File: src/rtl/raw_fetch_pkg.sv
// Shared types and helpers for the raw-data fetch arbiter.
// State encoding plus channel-index width helper.
package raw_fetch_pkg;

   typedef enum logic [1:0] {
      INIT,
      ARB,
      WAIT,
      READY
   } fetch_state_t;

   function automatic int ch_w(input int n);
      return (n > 1) ? $clog2(n) : 1;
   endfunction

endpackage

File: src/rtl/raw_rr_pick.sv
// Rotate-priority picker: first requesting channel at or above ptr,
// wrapping modulo NUM_CH.
module raw_rr_pick
   import raw_fetch_pkg::*;
#(
   parameter int NUM_CH = 4,
   parameter int CH_W   = ch_w(NUM_CH)
) (
   input  logic [NUM_CH-1:0] req,
   input  logic [CH_W-1:0]   ptr,
   output logic [CH_W-1:0]   cand,
   output logic              any_req
);

   logic [CH_W-1:0] idx;

   // Walk from farthest to nearest so the nearest hit wins.
   always_comb begin
      cand = '0;
      idx  = '0;
      for (int k = NUM_CH - 1; k >= 0; k--) begin
         idx = CH_W'((int'(ptr) + k) % NUM_CH);
         if (req[idx]) begin
            cand = idx;
         end
      end
   end

   assign any_req = |req;

endmodule

File: src/rtl/raw_fetch_arb.sv
// Round-robin fetch/present FSM over NUM_CH raw-data FIFOs with
// burst-limited fairness and configurable FIFO read latency.
module raw_fetch_arb
   import raw_fetch_pkg::*;
#(
   parameter  int NUM_CH    = 4,
   parameter  int DATA_W    = 64,
   parameter  int RD_LAT    = 1,
   parameter  int MAX_BURST = 4,
   localparam int CH_W      = ch_w(NUM_CH)
) (
   input  logic                     clk,
   input  logic                     reset,
   input  logic                     enable,
   input  logic [NUM_CH-1:0]        fifo_empty,
   input  logic [NUM_CH*DATA_W-1:0] fifo_rdata,
   output logic [NUM_CH-1:0]        fifo_pop,
   output logic                     out_valid,
   output logic [DATA_W-1:0]        out_data,
   output logic [CH_W-1:0]          out_ch,
   input  logic                     out_accepted,
   output logic                     busy
);

   localparam int BC_W = ch_w(MAX_BURST);

   fetch_state_t    state;
   logic [CH_W-1:0] rr_ptr;
   logic [CH_W-1:0] sel;
   logic [CH_W-1:0] cand;
   logic [CH_W-1:0] nxt_ptr;
   logic [BC_W-1:0] burst_cnt;
   logic            any_req;
   logic            grant;
   logic            burst_ok;
   logic            more;
   logic [DATA_W-1:0] cand_data;
   logic [DATA_W-1:0] sel_data;

   raw_rr_pick #(
      .NUM_CH (NUM_CH),
      .CH_W   (CH_W)
   ) u_pick (
      .req     (~fifo_empty),
      .ptr     (rr_ptr),
      .cand    (cand),
      .any_req (any_req)
   );

   assign cand_data = fifo_rdata[cand*DATA_W +: DATA_W];
   assign sel_data  = fifo_rdata[sel*DATA_W +: DATA_W];

   assign grant    = (state == ARB) && enable && any_req;
   assign burst_ok = (int'(burst_cnt) + 1) < MAX_BURST;
   assign more     = (state == READY) && out_accepted
                   && burst_ok && !fifo_empty[sel];

   assign nxt_ptr = (sel == CH_W'(NUM_CH - 1)) ? '0 : sel + 1'b1;

   assign busy = (state == WAIT) || (state == READY);

   // Pops are combinational so the FIFO advances on the grant edge.
   always_comb begin
      fifo_pop = '0;
      unique case (1'b1)
         grant:   fifo_pop[cand] = 1'b1;
         more:    fifo_pop[sel]  = 1'b1;
         default: fifo_pop = '0;
      endcase
   end

   always_ff @(posedge clk or negedge reset) begin
      if (!reset) begin
         state     <= INIT;
         out_valid <= 1'b0;
         out_data  <= '0;
         out_ch    <= '0;
         rr_ptr    <= '0;
         burst_cnt <= '0;
         sel       <= '0;
      end else begin
         unique case (state)
            INIT: state <= ARB;
            ARB: begin
               if (grant) begin
                  sel       <= cand;
                  burst_cnt <= '0;
                  if (RD_LAT == 0) begin
                     out_data  <= cand_data;
                     out_ch    <= cand;
                     out_valid <= 1'b1;
                     state     <= READY;
                  end else begin
                     state <= WAIT;
                  end
               end
            end
            WAIT: begin
               out_data  <= sel_data;
               out_ch    <= sel;
               out_valid <= 1'b1;
               state     <= READY;
            end
            READY: begin
               if (out_accepted) begin
                  if (more) begin
                     burst_cnt <= burst_cnt + 1'b1;
                     if (RD_LAT == 0) begin
                        out_data <= sel_data;
                     end else begin
                        out_valid <= 1'b0;
                        state     <= WAIT;
                     end
                  end else begin
                     out_valid <= 1'b0;
                     rr_ptr    <= nxt_ptr;
                     burst_cnt <= '0;
                     state     <= ARB;
                  end
               end
            end
            default: state <= INIT;
         endcase
      end
   end

endmodule
File: config.mk
export PLATFORM = sky130hd
export DESIGN_NAME = raw_fetch_arb
export DESIGN_NICKNAME = d
export VERILOG_FILES = /design/src/rtl/raw_fetch_pkg.sv /design/src/rtl/raw_rr_pick.sv /design/src/rtl/raw_fetch_arb.sv
export SDC_FILE = /design/constraint.sdc
export NUM_CORES = 1
export LEC_CHECK = 0
export ABC_CLOCK_PERIOD_IN_PS = 2400
export CAP_MARGIN = 15
export CORE_AREA = 2 2 130 132
export DETAILED_ROUTE_END_ITERATION = 10
export DIE_AREA = 0 0 132 134
export GPL_TIMING_DRIVEN = 0
export MAX_ROUTING_LAYER = met4
export PLACE_DENSITY = 0.69
export SYNTH_ARGS = -nofsm -noshare
export SYNTH_HDL_FRONTEND = slang
export SYNTH_SLANG_ARGS = --single-unit
File: constraint.sdc
create_clock -name clk -period 2.4 [get_ports clk]
set_input_delay 0.24 -clock clk [delete_from_list [all_inputs] [get_ports clk]]
set_output_delay 0.24 -clock clk [all_outputs]
set_load 0.01 [all_outputs]
==> impl_results.md <==
* Root Driver: clkbuf_16
* FF+latch count, synth at 75
* Period utilisation layout at 97.0%
* Tmin final at 2330 ps
* # DRC at 0
* Num CTS Buffers at 9
* Initial antenna violation count at 0
* Leakage power at 3.39 nW
* Nets at 903
* Multi-input logic area at 2630 µm²
* First-pass GRT wire length at 25100 µm
* Clock Skew at 8.25 ps
* Grt total ovfl at 0
* Util after Layout at 53.7%
* Clock Path Buffers at 2
* Syn Std Cell Area at ~4700 µm²
* Achievable Freq at between 400 and 500 MHz
* Max-slew violations at 0
* Syn_area_per_cell at 16.7 µm²
* Sequential share of the synthesized area at 40.1%
* RSZ-0062 raised after global routing: false
* Worst path arrival time at between 2000 and 2500 ps
* Slew margin rel. at between 50% and 60%
* Fraction of layout cells with a size suffix above 1 at 28.3%
* Core Box Area at 16300 µm²
* Area Overhead vs Synth at 86.9%
* Vias per std cell at about 4.8
* Peak supply drop at 0.428 mV
* Clock Pin Slew Worst Setup and Hold Paths at 60 ps
* CP startpoint kind: flip-flop
* GR Util All Layers at 18.9%
* Worst path required time at about 2200 ps
* Synthesized Nets at 549
* Worst min path class: primary input to async pin
* Die ar. at approximately 18000 µm²
* Antenna viol nets, final at 0
* Clk sinks at 75
* # diodes at 0
* Initial core utilization at 28.8%
* Cell row count at 47
* Worst-margin pin slew at 606 ps
* IO Count at 336
* Largest net degree at the start of global routing at 40
* DRT Pass-1 Iters at 4
* Final WL at 16200 µm
* Final setup viols at 0
* Die W at roughly 130 µm
* CTS tree: yes
* Status: completed
* Syn. warnings at 0
* Critical path fanouts, max at 6
* Post-route cell area at 8750 µm²
* Clk_lat worst skew at between 300 and 400 ps
* Fillers at ~1400
* Pre-CTS WS at -304 ps
* Pwr dens at 1070 nW/µm²
* Register area at 1880 µm²
* Non-filler instance count after layout at 859
* Vias in the first global route at 4585
* H-tree level count at 3
* Crit path kind: flip-flop to output pin
* Synth Instances at 280
* Placement Cell Area at 8330 µm²
* Crit-path slowest cell: mux4_2
* Final hold slack at 429 ps
* Synth cell types at 32
* MaxCap Viol Count at 0
* DP HPWL at 13200 µm
* Wire per inst at 18.8 µm
* DRT iter0 DRCs at 142
* Fin. Hold Viols at 0
* Placer Congestion at 0.842
* Setup WS post-layout at roughly 73 ps
* Die height at 134 µm
* CP peak stage delay at 550 ps
* Worst Setup End Kind: output pin
* Placed cells at 836
* Via count at 4162
* Worst path cell trace: buf_6 > mux4_2 > nor3_4 > buf_4 > a32o_1 > clkdlybuf4s15_2
* IO Port Bufs at 335
==> critical path: cells and delay by family (launching register included) <==
| family | cells | cell delay [ps] |
|---|---|---|
| muxes | 1 | 550 |
| and+or+nand+nor | 1 | 150 |
| buffers and inverters | 3 | 550 |
| DFF | 1 | 360 |
| AOI/OAI and AO/OA | 1 | 150 |
==> layout by cell type (no fill, tap or decap), types with 2 or more instances in the layout <==
master,count
buf_6,3
inv_1,2
a21oi_1,2
nand3_1,3
o21ai_0,3
buf_4,10
mux2_4,22
buf_1,3
clkdlybuf4s50_1,330
dfrtp_1,75
mux4_2,65
clkbuf_8,3
mux2_2,46
clkbuf_16,9
bufinv_16,3
nand2_1,10
nor2_1,4
ha_1,5
clkbuf_1,3
buf_12,4
buf_2,10
o31ai_1,2
a21o_1,2
a32o_1,3
==> synthesized netlist by cell type <==
| cell type | n | area (µm²) |
|---|---|---|
| and2_1 | 1 | 6.26 |
| o41ai_1 | 1 | 8.76 |
| and4b_1 | 1 | 10.0 |
| a22oi_1 | 1 | 7.51 |
| buf_2 | 10 | 50.1 |
| buf_12 | 3 | 60.1 |
| nand4b_1 | 1 | 8.76 |
| buf_4 | 3 | 22.5 |
| mux2_4 | 22 | 330 |
| mux4_2 | 65 | 1460 |
| nor2b_1 | 1 | 6.26 |
| clkbuf_1 | 4 | 15.0 |
| ha_1 | 5 | 62.6 |
| buf_6 | 1 | 11.3 |
| a21oi_1 | 2 | 10.0 |
| nor3_4 | 1 | 16.3 |
| a32o_1 | 3 | 30.0 |
| nand4_1 | 1 | 6.26 |
| a21o_1 | 2 | 15.0 |
| nor2_1 | 4 | 15.0 |
| o21bai_1 | 1 | 7.51 |
| mux2_2 | 46 | 518 |
| nand3_1 | 3 | 15.0 |
| o31ai_1 | 2 | 15.0 |
| or2_2 | 1 | 6.26 |
| o21ai_0 | 3 | 15.0 |
| buf_1 | 3 | 11.3 |
| dfrtp_1 | 75 | 1880 |
| inv_1 | 2 | 7.51 |
| nand2_1 | 10 | 37.5 |
| or2_4 | 1 | 8.76 |
| a211o_1 | 1 | 8.76 |
==> routing by layer <==
metal	track usage [%]	vias to the layer above	wire length [µm]
met5	-	-	0
met3	5.03	24	1000
met1	20.8	2105	6030
li1	-	1841	-
met4	5.01	0	331
met2	34.1	192	8820
==> registers in the layout, indices dropped and copies added (netlist names) <==
name,count
burst_cnt,2
sel,2
out_valid,1
out_data,64
out_ch,2
state,2
rr_ptr,2
==> final cells by class <==
class	count	share of cell area (%)
repair buffers	343	39.0
clock buffers	12	3.05
plain buffers	24	2.10
clock inverters	4	1.09
flip-flops and latches	75	21.4
well taps	220	3.15
inverters	2	0.0858
multi-input cells	179	30.0
==> through the flow <==
stage	power, mW	TNS, ps
4_1_cts	9.47	0
5_1_grt	9.89	0
3_3_place_gp	7.64	-119810
3_5_place_dp	7.76	-1150
6_report	9.35	0
2_1_floorplan	5.39	0
==> report_power, final <==
| group | leakage, nW | internal, mW | switching [mW] |
|---|---|---|---|
| registers | 0.892 | 1.93 | 0.373 |
| clock network | 0.179 | 1.10 | 0.513 |
| logic | 2.32 | 3.41 | 2.03 |
==> path summary, 6_finish.rpt <==
| check | slack [ps] | cells after the start | endpoint | start |
|---|---|---|---|---|
| worst max-delay path | 70 | 6 | fifo_pop[1] | sel[0] |
| worst min-delay path | 430 | 2 | out_data[35] | reset |
| worst max register to register | 490 | 6 | rr_ptr[1] | sel[0] |
| worst min register to register | 500 | 1 | out_data[28] | out_data[28] |
| max in group asynchronous | 1390 | 3 | out_ch[0] | reset |
| min in group clk | 500 | 1 | out_data[28] | out_data[28] |
==> kinds of logic (layout without fill, tap and decap cells) <==
group / Yosys count / after routing / synth area share, %
AOI/OAI and AO/OA: 16 / 16 / 2.51
adders and majority gates: 5 / 5 / 1.34
buffers and inverters: 26 / 385 / 3.79
DFF: 75 / 75 / 40.1
muxes: 133 / 133 / 49.4
and+or+nand+nor: 25 / 25 / 2.91
==> timing repair <==
| action | CTS | global route |
|---|---|---|
| endpoints found under the setup margin | 4 | 4 |
| resized for setup | 19 | 1 |
| pin swaps | 1 | 1 |
| hold buffers | 1 | 0 |
| endpoints found under the hold margin | 38 | 0 |
| buffers inserted | 5 | 1 |
Power figures use the tool's default switching activity.
